==> config.mk <==
export PLATFORM = sky130hd
export DESIGN_NAME = adc_scan_scheduler_flat
export DESIGN_NICKNAME = d
export VERILOG_FILES = /design/src/rtl/adc_scan_scheduler_if.sv /design/src/rtl/adc_scan_scheduler.sv /design/src/flat_wrapper.sv
export SDC_FILE = /design/constraint.sdc
export NUM_CORES = 1
export LEC_CHECK = 0
export ABC_AREA = 0
export CELL_PAD_IN_SITES_DETAIL_PLACEMENT = 1
export CELL_PAD_IN_SITES_GLOBAL_PLACEMENT = 1
export CORE_MARGIN = 2
export CORE_UTILIZATION = 35
export CTS_CLUSTER_SIZE = 28
export DETAILED_ROUTE_END_ITERATION = 12
export GPL_TIMING_DRIVEN = 1
export PLACE_DENSITY_LB_ADDON = 0.1
export SLEW_MARGIN = 20
export SYNTH_ARGS = -nofsm -noshare
export SYNTH_HDL_FRONTEND = slang
export SYNTH_SLANG_ARGS = --single-unit
==> constraint.sdc <==
create_clock -name clock -period 3.51 [get_ports clock]
set_input_delay 0.351 -clock clock [delete_from_list [all_inputs] [get_ports clock]]
set_output_delay 0.351 -clock clock [all_outputs]
set_load 0.02 [all_outputs]
==> src/rtl/adc_scan_scheduler_if.sv <==
// Bundles the register-file/BPSM side and the ADC front-end pins of the scan scheduler.
// Latency: none, wiring only.
// Backpressure: none; cmd_req is a level held until cmd_done, results are single-cycle pulses.
interface adc_scan_scheduler_if #(
    parameter int ADC_BITS = 12,
    parameter int MUX_BITS = 4
);
    logic [2:0]             clkdiv;
    logic                   scan_enable;
    logic [2**MUX_BITS-1:0] scan_mask;
    logic                   cmd_req;
    logic [MUX_BITS-1:0]    cmd_mux;
    logic                   cmd_done;
    logic [ADC_BITS-1:0]    cmd_data;
    logic                   res_valid;
    logic [MUX_BITS-1:0]    res_chan;
    logic [ADC_BITS-1:0]    res_data;
    logic                   busy;
    logic                   adc_mux_en;
    logic [MUX_BITS-1:0]    adc_mux_s;
    logic                   adc_cs;
    logic                   adc_clock;
    logic                   adc_data;

    // Scheduler side
    modport slave (
        input  clkdiv, scan_enable, scan_mask, cmd_req, cmd_mux, adc_data,
        output cmd_done, cmd_data, res_valid, res_chan, res_data, busy,
               adc_mux_en, adc_mux_s, adc_cs, adc_clock
    );

    // Requester / pin side
    modport master (
        output clkdiv, scan_enable, scan_mask, cmd_req, cmd_mux, adc_data,
        input  cmd_done, cmd_data, res_valid, res_chan, res_data, busy,
               adc_mux_en, adc_mux_s, adc_cs, adc_clock
    );
endinterface

==> src/rtl/adc_scan_scheduler.sv <==
// Arbitrates the shared ADC front end between one-shot reads and a round-robin background scan.
// Latency: SETTLE_CYCLES + (LEAD_BITS+ADC_BITS)*2*(clkdiv+1) + 2 cycles, counting the grant cycle and the result cycle.
// Backpressure: none; a request waits for the current conversion, results are one-cycle pulses that must be taken.
module adc_scan_scheduler #(
    parameter int ADC_BITS      = 12,
    parameter int LEAD_BITS     = 2,
    parameter int MUX_BITS      = 4,
    parameter int SETTLE_CYCLES = 16
) (
    input  logic              clock,
    input  logic              reset,
    adc_scan_scheduler_if.slave bus
);
    localparam int NCH    = 2**MUX_BITS;
    localparam int N_BITS = LEAD_BITS + ADC_BITS;
    localparam int BCW    = $clog2(N_BITS + 1);
    localparam int SCW    = $clog2(SETTLE_CYCLES + 1);

    typedef enum logic [1:0] {S_IDLE, S_SELECT, S_CONV, S_DONE} state_t;

    state_t              r_state;
    state_t              w_next;

    logic [MUX_BITS-1:0] r_chan;
    logic                r_own_cmd;
    logic [MUX_BITS-1:0] r_scan_ptr;     // first candidate for the next scan grant
    logic [SCW-1:0]      r_settle;
    logic [2:0]          r_div;
    logic [2:0]          r_div_cnt;
    logic                r_sclk;
    logic [BCW-1:0]      r_bit_cnt;
    logic [ADC_BITS-1:0] r_shift;
    logic                r_cmd_done;
    logic [ADC_BITS-1:0] r_cmd_data;
    logic                r_res_valid;
    logic [MUX_BITS-1:0] r_res_chan;
    logic [ADC_BITS-1:0] r_res_data;

    logic                w_scan_hit;
    logic [MUX_BITS-1:0] w_scan_chan;
    logic [MUX_BITS-1:0] w_idx;
    logic                w_grant_cmd;
    logic                w_grant_scan;
    logic                w_settle_done;
    logic                w_half_end;
    logic                w_conv_last;

    // Find the first enabled channel at or after the scan pointer, wrapping around
    always_comb begin
        w_scan_hit  = 1'b0;
        w_scan_chan = '0;
        w_idx       = '0;
        // Walk from the far end back so the nearest hit is the one left standing
        for (int i = NCH - 1; i >= 0; i--) begin
            w_idx = r_scan_ptr + MUX_BITS'(i);
            if (bus.scan_mask[w_idx]) begin
                w_scan_hit  = 1'b1;
                w_scan_chan = w_idx;
            end
        end
    end

    // One-shot reads always win over the scan in IDLE
    assign w_grant_cmd   = (r_state == S_IDLE) && bus.cmd_req;
    assign w_grant_scan  = (r_state == S_IDLE) && !bus.cmd_req && bus.scan_enable && w_scan_hit;
    assign w_settle_done = (r_settle == '0);
    assign w_half_end    = (r_div_cnt == 3'd0);
    assign w_conv_last   = (r_state == S_CONV) && w_half_end && r_sclk &&
                           (r_bit_cnt == BCW'(N_BITS - 1));

    // State register
    always_ff @(posedge clock or posedge reset) begin
        if (reset) r_state <= S_IDLE;
        else       r_state <= w_next;
    end

    // Next-state decode
    always_comb begin
        w_next = r_state;
        case (r_state)
            S_IDLE:   if (w_grant_cmd || w_grant_scan) w_next = S_SELECT;
            S_SELECT: if (w_settle_done) w_next = S_CONV;
            S_CONV:   if (w_conv_last) w_next = S_DONE;
            S_DONE:   w_next = S_IDLE;
            default:  w_next = S_IDLE;
        endcase
    end

    // Grant capture, scan pointer and mux settling countdown
    always_ff @(posedge clock or posedge reset) begin
        if (reset) begin
            r_chan     <= '0;
            r_own_cmd  <= 1'b0;
            r_scan_ptr <= '0;
            r_settle   <= '0;
        end else begin
            if (w_grant_cmd) begin
                r_chan    <= bus.cmd_mux;
                r_own_cmd <= 1'b1;
                r_settle  <= SCW'(SETTLE_CYCLES - 1);
            end else if (w_grant_scan) begin
                r_chan     <= w_scan_chan;
                r_own_cmd  <= 1'b0;
                r_scan_ptr <= w_scan_chan + MUX_BITS'(1);
                r_settle   <= SCW'(SETTLE_CYCLES - 1);
            end else if (r_state == S_SELECT && !w_settle_done) begin
                r_settle <= r_settle - SCW'(1);
            end
        end
    end

    // Serial clock generation and MSB-first shift-in of the ADC word
    always_ff @(posedge clock or posedge reset) begin
        if (reset) begin
            r_div     <= '0;
            r_div_cnt <= '0;
            r_sclk    <= 1'b0;
            r_bit_cnt <= '0;
            r_shift   <= '0;
        end else if (r_state == S_SELECT && w_settle_done) begin
            // clkdiv is frozen for the whole conversion
            r_div     <= bus.clkdiv;
            r_div_cnt <= bus.clkdiv;
            r_sclk    <= 1'b0;
            r_bit_cnt <= '0;
            r_shift   <= '0;
        end else if (r_state == S_CONV) begin
            if (w_half_end) begin
                r_div_cnt <= r_div;
                if (!r_sclk) begin
                    r_sclk <= 1'b1;
                    // Sample on the rising edge; leading null bits are dropped
                    if (r_bit_cnt >= BCW'(LEAD_BITS))
                        r_shift <= {r_shift[ADC_BITS-2:0], bus.adc_data};
                end else begin
                    r_sclk    <= 1'b0;
                    r_bit_cnt <= r_bit_cnt + BCW'(1);
                end
            end else begin
                r_div_cnt <= r_div_cnt - 3'd1;
            end
        end
    end

    // Result pulses, routed to the owner of the grant; data held between pulses
    always_ff @(posedge clock or posedge reset) begin
        if (reset) begin
            r_cmd_done  <= 1'b0;
            r_cmd_data  <= '0;
            r_res_valid <= 1'b0;
            r_res_chan  <= '0;
            r_res_data  <= '0;
        end else begin
            r_cmd_done  <= w_conv_last && r_own_cmd;
            r_res_valid <= w_conv_last && !r_own_cmd;
            if (w_conv_last && r_own_cmd) r_cmd_data <= r_shift;
            if (w_conv_last && !r_own_cmd) begin
                r_res_chan <= r_chan;
                r_res_data <= r_shift;
            end
        end
    end

    assign bus.busy       = (r_state != S_IDLE);
    assign bus.adc_mux_en = (r_state != S_IDLE);
    assign bus.adc_mux_s  = r_chan;
    assign bus.adc_cs     = (r_state != S_CONV);
    assign bus.adc_clock  = r_sclk;
    assign bus.cmd_done   = r_cmd_done;
    assign bus.cmd_data   = r_cmd_data;
    assign bus.res_valid  = r_res_valid;
    assign bus.res_chan   = r_res_chan;
    assign bus.res_data   = r_res_data;

endmodule

==> src/flat_wrapper.sv <==
// flat-port wrapper written by rule: the top's interface ports become plain ports
module adc_scan_scheduler_flat 
#(
    parameter int ADC_BITS      = 12,
    parameter int LEAD_BITS     = 2,
    parameter int MUX_BITS      = 4,
    parameter int SETTLE_CYCLES = 16
)
  (clock, reset, bus_clkdiv, bus_scan_enable, bus_scan_mask, bus_cmd_req, bus_cmd_mux, bus_adc_data, bus_cmd_done, bus_cmd_data, bus_res_valid, bus_res_chan, bus_res_data, bus_busy, bus_adc_mux_en, bus_adc_mux_s, bus_adc_cs, bus_adc_clock);
  adc_scan_scheduler_if #(.ADC_BITS(ADC_BITS), .MUX_BITS(MUX_BITS)) bus_i ();
  input  logic clock;
  input  logic reset;
  input wire logic [$bits(bus_i.clkdiv)-1:0] bus_clkdiv;
  input wire logic [$bits(bus_i.scan_enable)-1:0] bus_scan_enable;
  input wire logic [$bits(bus_i.scan_mask)-1:0] bus_scan_mask;
  input wire logic [$bits(bus_i.cmd_req)-1:0] bus_cmd_req;
  input wire logic [$bits(bus_i.cmd_mux)-1:0] bus_cmd_mux;
  input wire logic [$bits(bus_i.adc_data)-1:0] bus_adc_data;
  output wire logic [$bits(bus_i.cmd_done)-1:0] bus_cmd_done;
  output wire logic [$bits(bus_i.cmd_data)-1:0] bus_cmd_data;
  output wire logic [$bits(bus_i.res_valid)-1:0] bus_res_valid;
  output wire logic [$bits(bus_i.res_chan)-1:0] bus_res_chan;
  output wire logic [$bits(bus_i.res_data)-1:0] bus_res_data;
  output wire logic [$bits(bus_i.busy)-1:0] bus_busy;
  output wire logic [$bits(bus_i.adc_mux_en)-1:0] bus_adc_mux_en;
  output wire logic [$bits(bus_i.adc_mux_s)-1:0] bus_adc_mux_s;
  output wire logic [$bits(bus_i.adc_cs)-1:0] bus_adc_cs;
  output wire logic [$bits(bus_i.adc_clock)-1:0] bus_adc_clock;
  assign bus_i.clkdiv = bus_clkdiv;
  assign bus_i.scan_enable = bus_scan_enable;
  assign bus_i.scan_mask = bus_scan_mask;
  assign bus_i.cmd_req = bus_cmd_req;
  assign bus_i.cmd_mux = bus_cmd_mux;
  assign bus_i.adc_data = bus_adc_data;
  assign bus_cmd_done = bus_i.cmd_done;
  assign bus_cmd_data = bus_i.cmd_data;
  assign bus_res_valid = bus_i.res_valid;
  assign bus_res_chan = bus_i.res_chan;
  assign bus_res_data = bus_i.res_data;
  assign bus_busy = bus_i.busy;
  assign bus_adc_mux_en = bus_i.adc_mux_en;
  assign bus_adc_mux_s = bus_i.adc_mux_s;
  assign bus_adc_cs = bus_i.adc_cs;
  assign bus_adc_clock = bus_i.adc_clock;
  adc_scan_scheduler #(.ADC_BITS(ADC_BITS), .LEAD_BITS(LEAD_BITS), .MUX_BITS(MUX_BITS), .SETTLE_CYCLES(SETTLE_CYCLES)) u_core (.clock(clock), .reset(reset), .bus(bus_i));
endmodule
==> results of run 1 <==
-- routing by layer --
metal  global-route usage [%]  part of all wire (%)
met1                     29.6                    46
met2                     36.7                    49
met3                     3.06                   4.5
met4                     4.30                  0.86
met5                        0                     0
-- cell families (layout without fill, tap and decap cells) --
group | Yosys count | count (layout)
AO/OA/AOI/OAI | 99 | 100
flip-flops | 69 | 69
AND/OR/NAND/NOR | 171 | 171
XOR/XNOR | 21 | 21
buffers and inverters | 54 | 203
multiplexers | 116 | 116
adder cells (fa/ha/maj) | 18 | 18
-- through the flow --
| stage | TNS, ns | utilization [%] | instance area [µm²] |
|---|---|---|---|
| finish | -0.484 | 50.9 | 7800 |
| floorplan | -0.522 | - | 5560 |
| global placement | -1.23 | 45.4 | 6960 |
| CTS | -0.107 | 48.5 | 7430 |
| detailed placement | -1.53 | 45.4 | 6960 |
| global route | -1.03 | 50.9 | 7800 |
-- cell usage after synthesis (4+ instances only) --
cell	instances
sky130_fd_sc_hd__a211oi_1	5
sky130_fd_sc_hd__nand4_1	8
sky130_fd_sc_hd__inv_1	22
sky130_fd_sc_hd__xnor2_1	11
sky130_fd_sc_hd__mux2_1	7
sky130_fd_sc_hd__a31oi_1	4
sky130_fd_sc_hd__buf_2	8
sky130_fd_sc_hd__buf_4	4
sky130_fd_sc_hd__clkbuf_1	12
sky130_fd_sc_hd__nand3_1	7
sky130_fd_sc_hd__mux2_2	37
sky130_fd_sc_hd__dfrtp_1	69
sky130_fd_sc_hd__nand2_1	72
sky130_fd_sc_hd__o22ai_1	5
sky130_fd_sc_hd__and2_1	4
sky130_fd_sc_hd__o21ai_0	21
sky130_fd_sc_hd__buf_6	4
sky130_fd_sc_hd__nor3_1	4
sky130_fd_sc_hd__a21oi_1	14
sky130_fd_sc_hd__mux2i_1	41
sky130_fd_sc_hd__nand2b_1	10
sky130_fd_sc_hd__nor2b_1	7
sky130_fd_sc_hd__a2111oi_0	4
sky130_fd_sc_hd__xor2_1	10
sky130_fd_sc_hd__mux4_2	29
sky130_fd_sc_hd__nor2_1	42
sky130_fd_sc_hd__ha_1	18
sky130_fd_sc_hd__a32oi_1	4
sky130_fd_sc_hd__o21ai_1	4
-- sequential cells by signal (all words and copies together) (netlist names) --
register	cells
u_core.r_settle	5
u_core.bus.adc_clock	1
u_core.r_div_cnt	3
u_core.r_bit_cnt	4
u_core.bus.res_chan	4
u_core.r_shift	12
u_core.r_own_cmd	1
u_core.r_div	3
u_core.bus.res_valid	1
u_core.bus.cmd_data	12
u_core.r_state	2
u_core.bus.adc_mux_s	4
u_core.bus.cmd_done	1
u_core.bus.res_data	12
u_core.r_scan_ptr	4
-- worst max-delay path: stages (launching register included) --
cell	delay (ns)
sky130_fd_sc_hd__dfrtp_1	0.40
sky130_fd_sc_hd__clkinvlp_4	0.13
sky130_fd_sc_hd__ha_4	0.37
sky130_fd_sc_hd__clkbuf_16	0.18
sky130_fd_sc_hd__mux2_4	0.29
sky130_fd_sc_hd__mux4_2	0.49
sky130_fd_sc_hd__buf_6	0.16
sky130_fd_sc_hd__nor2b_1	0.12
sky130_fd_sc_hd__nor4_1	0.51
sky130_fd_sc_hd__o2111ai_1	0.21
sky130_fd_sc_hd__a31oi_1	0.34
sky130_fd_sc_hd__and2_1	0.18
sky130_fd_sc_hd__nand4b_1	0.10
sky130_fd_sc_hd__nand4_1	0.10
-- final cells by class --
type / count / share of cell area [%]
multi-input cells: 426 / 49.3
flip-flops and latches: 69 / 22.1
repair buffers: 162 / 19.4
well taps: 211 / 3.39
clock buffers: 11 / 3.11
clock inverters: 5 / 1.38
inverters: 25 / 1.25
-- repair_timing --
item / CTS / global route
pin swaps: 4 / 17
gates cloned: 0 / 3
gates resized for setup: 17 / 61
setup endpoints to repair: 14 / 15
buffers inserted: 2 / 9
-- path summary, 6_finish.rpt --
check | start | to | depth (start not counted)
max reg2reg | u_core.r_scan_ptr[1] | u_core.r_scan_ptr[3] | 13
max | u_core.r_scan_ptr[1] | u_core.r_scan_ptr[3] | 13
min | reset | u_core.bus.res_data[2] | 2
max in group asynchronous | reset | u_core.bus.adc_mux_s[2] | 3
min in group clock | u_core.bus.cmd_data[0] | u_core.bus.cmd_data[0] | 2
min reg2reg | u_core.bus.cmd_data[0] | u_core.bus.cmd_data[0] | 2
==> results.txt, run 1 <==
----------------------------------------------------
[Yosys]
  Syn avg cell area ... 10.1 µm²
  Sequential fraction of the synthesis area ... 31.3%
  Compound-Gate Fraction of Synth Area ... 12.8%
  Yosys top cell area share ... 31.3%
  Synth top area cells ... sky130_fd_sc_hd__dfrtp_1, sky130_fd_sc_hd__mux4_2, sky130_fd_sc_hd__mux2_2, sky130_fd_sc_hd__mux2i_1, sky130_fd_sc_hd__nand2_1
  Fraction of synthesized cell area in xor and xnor cells ... 3.34%
  Dominant cell type by area after synthesis ... sky130_fd_sc_hd__dfrtp_1
  Post-synthesis share of cell area spent on and, or, nand and nor gates ... 14.7%
  Number of warning messages in the yosys log ... 0
  Post-synthesis cell type count ... 66
  Gate count of the mapped netlist ... 548
  Post-synth ARST share ... 100%
  Dominant combinational cell family by area after synthesis ... multiplexers
  Share of synthesized area spent on multiplexers ... 29.1%
  Number of enable flip-flop cells after synthesis ... 0
  Netlist area before placement ... 5510 µm²
  Commonest register cell after synthesis ... sky130_fd_sc_hd__dfrtp_1
  Synth Net Count ... 594
  Adder and majority gate portion of the synthesized area ... 4.09%
  FF+latch count, synth ... 69

[Critical path]
  Arr. time, crit path ... 3.93 ns
  Capturing element type of the critical path ... flip-flop
  Crit path launch type ... flip-flop
  Maximum fanout along the worst path ... 6
  Required time reported for the critical path endpoint ... 3.78 ns
  Setup slack on the worst flop-to-flop path ... -0.15 ns
  Crit Path Category ... reg -> reg

[Die]
  Initial cell density of the core ... 36.0%
  CORE AREA ... 15,300 µm²
  Floorplan die area ... 16,800 µm²
  Top-level port count ... 66
  Vertical die dimension ... 130 µm
  Die extent in x ... 130 µm
  Placement Rows ... 45

[Timing]
  Worst slew margin ... 55.5%
  Final Worst Setup Slack ... -0.152 ns
  Crit share post-route ... 104%
  Time the worst path needs with I/O delays and setup ... 3.66 ns
  Final Slew Violations ... 0
  Unrepaired setup endpoints after global routing ... yes
  Setup violators final ... 5
  Layout Skew ... 0.00840 ns
  Post-Route Hold Slack ... 0.420 ns
  Slew at the pin closest to its max-slew limit ... 0.662 ns
  F_max ... 273 MHz
  Final Hold Vio Count ... 0

[GRT]
  Wire length of the first global-routing pass ... 28,200 µm
  Largest net degree at the start of global routing ... 31
  Gr ovfl total ... 0
  Number of antenna violations at the first check in global routing ... 0
  Via count of the first global-routing pass ... 5,116
  GRT Total Usage ... 21.6%

[Drt]
  Average routed wire per standard cell ... 19.6 µm
  DRT antenna net count ... 0
  Drt initial violations ... 242
  Number of DRC violations after detailed routing ... 0
  Drt total wl ... 17,800 µm
  Number of vias per cell ... 5.45
  Detailed Routing Iterations Pass 1 ... 4
  Total vias in the final route ... 4,958

[Place]
  Detail Placement HPWL ... 13,000 µm
  Number of buffers added on ports ... 65
  Post-placement worst setup slack ... -0.174 ns
  Number of placed instances with taps included ... 880
  Final RePlAce weighted congestion ... 0.894

[Min path]
  HP Class ... in -> async

[Clocking]
  Root Driver ... sky130_fd_sc_hd__clkbuf_16
  Number of H-tree branching levels ... 3
  TritonCTS sink count ... 69
  Count of hold buffers inserted by post-cts repair ... 0
  Number of clock buffers inserted by TritonCTS ... 9
  Clock transition at the registers of the reported paths ... 0.06 ns
  Clock latency at the later pin of the worst-skew pair ... 0.33 ns
  CTS tree ... yes
  Buffers from clock root to sink, at most ... 2

[Status]
  Failing checks ... negative setup slack
  Result of the run ... finished with violations

[Final layout]
  Commonest cells after routing, fill and taps aside ... sky130_fd_sc_hd__buf_4, sky130_fd_sc_hd__nand2_1, sky130_fd_sc_hd__dfrtp_1
  Area growth from synthesis to layout ... 41.5%
  Antenna diodes ... 0
  NumNets Final ... 739
  Fill cell count ... 1,693
  Area used by multi-input combinational logic ... 3850 µm²
  Fraction of final layout cells with drive strength greater than 1 ... 33.8%
  Most common cell after layout, fill and taps aside ... sky130_fd_sc_hd__buf_4
  Area used by sequential logic in the layout ... 1730 µm²
  Non-filler cells, final ... 909

[Run]
  Max-Cap Viols ... 0

----------------------------------------------------
Power of run 1 is left out: the tool's default activity adds up to more than one toggle a clock period on the data nets, which glitch-free logic cannot reach.
==> run 2, diff against run 1 <==
- CELL_PAD_IN_SITES_DETAIL_PLACEMENT: 1 -> 0
- CORE_UTILIZATION: 35 -> 40
- CTS_BUF_LIST: unset -> sky130_fd_sc_hd__clkbuf_16
==> results.txt, run 2 (synthesis gave the netlist of run 1 again) <==
----------------------------------------------------
[Status]
  Result of the run ... finished with violations
  Failing checks ... negative setup slack

[Timing]
  Final Worst Setup Slack ... -0.0809 ns (+0.0713 ns)
  F_max ... 278 MHz (+2.0%)
  Worst slew margin ... 45.2% (-10 points)
  Slew at the pin closest to its max-slew limit ... 0.822 ns (+0.160 ns)
  Layout Skew ... 0.00695 ns (-0.00145 ns)
  Unrepaired setup endpoints after global routing ... yes
  Setup violators final ... 4 (-1)
  Final Hold Vio Count ... 0 (unchanged)
  Crit share post-route ... 102% (-2.0 points)
  Final Slew Violations ... 0 (unchanged)
  Time the worst path needs with I/O delays and setup ... 3.59 ns (-0.0713 ns)

[Place]
  Number of buffers added on ports ... 65 (unchanged)
  Detail Placement HPWL ... 11,600 µm (-11%)
  Final RePlAce weighted congestion ... 0.874 (-2.2%)

[Critical path]
  Delay of the slowest cell on the worst path ... 0.49 ns (-0.02 ns)
  Maximum fanout along the worst path ... 10 (+4)
  Capturing element type of the critical path ... flip-flop
  Arr. time, crit path ... 3.80 ns (-0.13 ns)
  Cell count along the critical path ... 15 (+2)
  Crit Path Category ... reg -> reg
  Critical-path top delay cell ... sky130_fd_sc_hd__mux4_2
  Crit path launch type ... flip-flop
  Sequence of cells on the critical path ... clkinvlp_4 -> ha_4 -> buf_12 -> buf_6 -> mux2i_1 -> mux4_2 -> mux2i_2 -> or4b_1 -> a31oi_1 -> o221ai_1 -> a211o_1 -> clkinv_2 -> ha_4 -> xor2_1 -> a21oi_1
  Worst r2r path cells ... 15 (+2)
  Required time reported for the critical path endpoint ... 3.72 ns (-0.06 ns)
  Cell occurring most often along the worst timing path ... sky130_fd_sc_hd__ha_4
  Sum of buffers and inverters on the critical path ... 4 (+1)
  Worst path top cell family by delay ... compound AO/OA/AOI/OAI gates

[GRT]
  Via count of the first global-routing pass ... 4,708 (-8.0%)
  Largest net degree at the start of global routing ... 65 (+110%)
  Wire length of the first global-routing pass ... 24,900 µm (-12%)
  Gr ovfl total ... 0 (unchanged)
  Number of antenna violations at the first check in global routing ... 0 (unchanged)
  GRT Total Usage ... 21.7% (+0.11 points)

[Final layout]
  Area used by multi-input combinational logic ... 3720 µm² (-3.3%)
  Commonest cells after routing, fill and taps aside ... sky130_fd_sc_hd__buf_4, sky130_fd_sc_hd__nand2_1, sky130_fd_sc_hd__dfrtp_1
  Area used by sequential logic in the layout ... 1730 µm² (unchanged)
  Final Util ... 55.7% (+4.8 points)
  Most common cell after layout, fill and taps aside ... sky130_fd_sc_hd__buf_4
  Antenna diodes ... 0 (unchanged)
  NumNets Final ... 734 (-0.68%)
  Area growth from synthesis to layout ... 34.9%
  Fill cell count ... 1,209 (-29%)
  Fraction of final layout cells with drive strength greater than 1 ... 30.9% (-2.9 points)

[Die]
  Floorplan die area ... 14,700 µm² (-12%)
  Top-level port count ... 66 (unchanged)
  Vertical die dimension ... 121 µm (-6.3%)
  Placement Rows ... 42 (-6.7%)
  Die extent in x ... 121 µm (-6.3%)
  Initial cell density of the core ... 41.3% (+5.3 points)
  CORE AREA ... 13,300 µm² (-13%)

[Clocking]
  Number of clock buffers inserted by TritonCTS ... 9 (unchanged)
  Clock latency at the later pin of the worst-skew pair ... 0.33 ns (about the same)
  Number of H-tree branching levels ... 3 (unchanged)
  CTS tree ... yes
  TritonCTS sink count ... 69 (unchanged)
  Clock transition at the registers of the reported paths ... 0.06 ns (about the same)
  Buffers from clock root to sink, at most ... 2 (unchanged)
  Root Driver ... sky130_fd_sc_hd__clkbuf_16
  Count of hold buffers inserted by post-cts repair ... 0 (unchanged)

[Drt]
  Drt initial violations ... 264 (+9.1%)
  Detailed Routing Iterations Pass 1 ... 5 (+1)
  Number of vias per cell ... 5.62 (+3.1%)
  Drt total wl ... 15,900 µm (-11%)
  DRT antenna net count ... 0 (unchanged)
  Total vias in the final route ... 4,887 (-1.4%)
  Number of DRC violations after detailed routing ... 0 (unchanged)
  Average routed wire per standard cell ... 18.3 µm (-6.9%)

[Min path]
  HP Class ... in -> async

[Run]
  Max-Cap Viols ... 0 (unchanged)

----------------------------------------------------
## run 2: per-layer routing
layer / vias up / GRT usage (%) / part of all wire, %
met5: - / 0 / 0
met4: 0 / 5.75 / 1.5
met3: 20 / 4.18 / 4.5
met2: 128 / 34.2 / 47
met1: 2418 / 30.5 / 47
li1: 2321 / - / -
## run 2: through the flow
stage	setup slack (ns)	std cells	hold slack (ns)	TNS, ns	area [µm²]
after floorplan	-0.175	548	0.455	-0.522	5560
after global placement	-0.203	843	0.461	-1.88	6870
after detailed placement	-0.160	843	0.461	-1.37	6870
after CTS	-0.0493	863	0.201	-0.0749	7260
after global routing	-0.190	869	0.219	-1.06	7440
final	-0.0809	869	0.208	-0.114	7440
## run 2: worst paths after layout
path                       slack, ns                   start                endpoint
max in group asynchronous       2.28                   reset      u_core.r_settle[1]
min                             0.21                   reset  u_core.bus.res_data[0]
max                            -0.08    u_core.r_scan_ptr[1]    u_core.r_scan_ptr[2]
min reg2reg                     0.48  u_core.bus.cmd_data[9]  u_core.bus.cmd_data[9]
max reg2reg                    -0.08    u_core.r_scan_ptr[1]    u_core.r_scan_ptr[2]
min in group clock              0.48  u_core.bus.cmd_data[9]  u_core.bus.cmd_data[9]
## run 2: final cells by class
class	count	area share [%]
sequential	69	23.2
inverter	25	1.33
multi-input combinational	426	50.0
tap	176	2.96
clock inverter	7	0.740
timing repair buffer	157	18.7
clock buffer	9	3.03
## run 2: worst register-to-register path, stage by stage (launching register included)
cell                         delay [ns]
sky130_fd_sc_hd__dfrtp_1           0.43
sky130_fd_sc_hd__clkinvlp_4        0.15
sky130_fd_sc_hd__ha_4              0.24
sky130_fd_sc_hd__buf_12            0.14
sky130_fd_sc_hd__buf_6             0.12
sky130_fd_sc_hd__mux2i_1           0.10
sky130_fd_sc_hd__mux4_2            0.49
sky130_fd_sc_hd__mux2i_2           0.19
sky130_fd_sc_hd__or4b_1            0.45
sky130_fd_sc_hd__a31oi_1           0.20
sky130_fd_sc_hd__o221ai_1          0.17
sky130_fd_sc_hd__a211o_1           0.36
sky130_fd_sc_hd__clkinv_2          0.08
sky130_fd_sc_hd__ha_4              0.12
sky130_fd_sc_hd__xor2_1            0.14
sky130_fd_sc_hd__a21oi_1           0.09
## run 2: what timing repair did
action,CTS,global route
pin swaps,1,8
setup endpoints to repair,15,15
gates resized for setup,13,36
cloned,0,1
buffers inserted,4,5
endpoints found under the hold margin,0,0
Power of run 2 is left out for the same reason.
==> run 3, diff against run 2 <==
==> constraint.sdc (replaced) <==
create_clock -name clock -period 3.51 [get_ports clock]
set_input_delay 0.351 -clock clock [delete_from_list [all_inputs] [get_ports clock]]
set_output_delay 0.351 -clock clock [all_outputs]
set_load 0.1 [all_outputs]
==> results.txt, run 3 (synthesis gave the netlist of run 1 again) <==
----------------------------------------------------
[Drt]
  Total vias in the final route ... 4,990 (+2.1%)
  Drt total wl ... 16,300 µm (+2.6%)
  Number of DRC violations after detailed routing ... 0 (unchanged)
  Number of vias per cell ... 5.70 (+1.4%)
  Detailed Routing Iterations Pass 1 ... 4 (-1)
  Drt initial violations ... 235 (-11%)
  Average routed wire per standard cell ... 18.6 µm (+1.9%)
  DRT antenna net count ... 0 (unchanged)

[Final layout]
  Fill cell count ... 1,173 (-3.0%)
  Fraction of final layout cells with drive strength greater than 1 ... 34.3% (+3.5 points)
  Area growth from synthesis to layout ... 38.7%
  Non-filler cells, final ... 875 (+0.69%)
  Commonest cells after routing, fill and taps aside ... sky130_fd_sc_hd__buf_4, sky130_fd_sc_hd__nand2_1, sky130_fd_sc_hd__dfrtp_1
  NumNets Final ... 740 (+0.82%)
  Final Util ... 57.3% (+1.6 points)
  Antenna diodes ... 0 (unchanged)
  Area used by sequential logic in the layout ... 1730 µm² (unchanged)
  Most common cell after layout, fill and taps aside ... sky130_fd_sc_hd__buf_4
  Area used by multi-input combinational logic ... 3830 µm² (+3.1%)

[Critical path]
  Required time reported for the critical path endpoint ... 3.72 ns (about the same)
  Crit Path Category ... reg -> reg
  Arr. time, crit path ... 3.87 ns (+0.07 ns)
  Maximum fanout along the worst path ... 6 (-4)
  Capturing element type of the critical path ... flip-flop
  Crit path launch type ... flip-flop

[Timing]
  Layout Skew ... 0.00700 ns (+0.0000516 ns)
  Final Slew Violations ... 0 (unchanged)
  Worst slew margin ... 34.0% (-11 points)
  Final total negative setup slack ... -0.343 ns (-0.229 ns)
  Time the worst path needs with I/O delays and setup ... 3.67 ns (+0.0765 ns)
  Final Worst Setup Slack ... -0.157 ns (-0.0765 ns)
  Slew at the pin closest to its max-slew limit ... 0.987 ns (+0.165 ns)
  Final Hold Vio Count ... 0 (unchanged)
  Unrepaired setup endpoints after global routing ... yes
  F_max ... 273 MHz (-2.1%)
  Post-Route Hold Slack ... 0.425 ns (+0.217 ns)
  Crit share post-route ... 104% (+2.2 points)
  Setup violators final ... 6 (+2)

[Clocking]
  Number of clock buffers inserted by TritonCTS ... 9 (unchanged)
  Buffers from clock root to sink, at most ... 2 (unchanged)
  CTS tree ... yes
  Clock transition at the registers of the reported paths ... 0.06 ns (about the same)
  TritonCTS sink count ... 69 (unchanged)
  Number of H-tree branching levels ... 3 (unchanged)
  Clock latency at the later pin of the worst-skew pair ... 0.34 ns (about the same)
  Root Driver ... sky130_fd_sc_hd__clkbuf_16

[GRT]
  Wire length of the first global-routing pass ... 25,600 µm (+2.9%)
  Number of antenna violations at the first check in global routing ... 0 (unchanged)
  Largest net degree at the start of global routing ... 33 (-49%)
  Via count of the first global-routing pass ... 4,894 (+4.0%)
  Gr ovfl total ... 0 (unchanged)
  GRT Total Usage ... 22.3% (+0.64 points)

[Place]
  Detail Placement HPWL ... 11,800 µm (+1.9%)
  Final RePlAce weighted congestion ... 0.868 (-0.70%)
  Number of placed instances with taps included ... 843 (unchanged)
  Number of buffers added on ports ... 65 (unchanged)

[Die]
  CORE AREA ... 13,300 µm² (unchanged)
  Die extent in x ... 121 µm (unchanged)
  Floorplan die area ... 14,700 µm² (unchanged)
  Top-level port count ... 66 (unchanged)
  Vertical die dimension ... 121 µm (unchanged)
  Initial cell density of the core ... 41.3% (unchanged)
  Placement Rows ... 42 (unchanged)

[Status]
  Failing checks ... negative setup slack
  Result of the run ... finished with violations

[Min path]
  HP Class ... in -> async

[Run]
  Max-Cap Viols ... 0 (unchanged)

----------------------------------------------------
-- run 3: cell count changes in the layout (fill, tap and decap cells not counted), sizes merged --
cell	previous run	this run
clkinv	3	5
inv	26	24
a21oi	16	15
buf	92	101
clkdlybuf4s50	65	62
clkbuf	9	10
-- run 3: through the flow --
stage	area [µm²]	setup slack [ns]
5_1_grt	7650	-0.186
2_1_floorplan	5560	-0.175
3_3_place_gp	6880	-0.217
4_1_cts	7250	-0.0862
6_report	7650	-0.157
3_5_place_dp	6880	-0.283
-- run 3: cell type report --
class | instances | area share [%]
timing repair buffer | 164 | 19.6
inverter | 25 | 1.29
clock inverter | 7 | 0.556
tap | 176 | 2.88
clock buffer | 9 | 2.95
sequential | 69 | 22.6
multi-input combinational | 425 | 50.2
-- run 3: repair_timing --
item,CTS,global route
pin swaps,2,16
buffers inserted,6,10
gates resized for setup,12,67
hold buffers,0,0
gates cloned,0,1
endpoints found under the setup margin,15,15
-- run 3: final timing paths --
path	start	endpoint	slack [ns]	cells after the start
max	u_core.r_scan_ptr[1]	u_core.r_scan_ptr[3]	-0.16	13
min	reset	u_core.bus.res_data[1]	0.42	2
max reg2reg	u_core.r_scan_ptr[1]	u_core.r_scan_ptr[3]	-0.16	13
min reg2reg	u_core.bus.cmd_data[11]	u_core.bus.cmd_data[11]	0.48	2
max in group asynchronous	reset	u_core.r_shift[7]	2.34	3
min in group clock	u_core.bus.cmd_data[11]	u_core.bus.cmd_data[11]	0.48	2
-- run 3: critical path, cell delays in order, from the launching register on --
cell and delay (ns):
sky130_fd_sc_hd__dfrtp_1 0.40, sky130_fd_sc_hd__clkinvlp_4 0.14, sky130_fd_sc_hd__ha_4 0.33, sky130_fd_sc_hd__buf_12 0.13, sky130_fd_sc_hd__mux2_1 0.31, sky130_fd_sc_hd__mux4_2 0.53, sky130_fd_sc_hd__buf_6 0.17, sky130_fd_sc_hd__a2111oi_1 0.47
sky130_fd_sc_hd__nor4_1 0.16, sky130_fd_sc_hd__o2111ai_1 0.26, sky130_fd_sc_hd__a31oi_2 0.22, sky130_fd_sc_hd__and2_4 0.22, sky130_fd_sc_hd__nand4b_1 0.07, sky130_fd_sc_hd__nand4_1 0.10
-- run 3: per-layer routing --
| metal | track usage, % | vias to the layer above | share of wire [%] |
|---|---|---|---|
| li1 | - | 2326 | - |
| met1 | 30.4 | 2482 | 45 |
| met2 | 35.4 | 159 | 48 |
| met3 | 5.59 | 23 | 5.9 |
| met4 | 6.25 | 0 | 1.5 |
| met5 | 0 | - | 0 |
Power of run 3 is left out for the same reason.
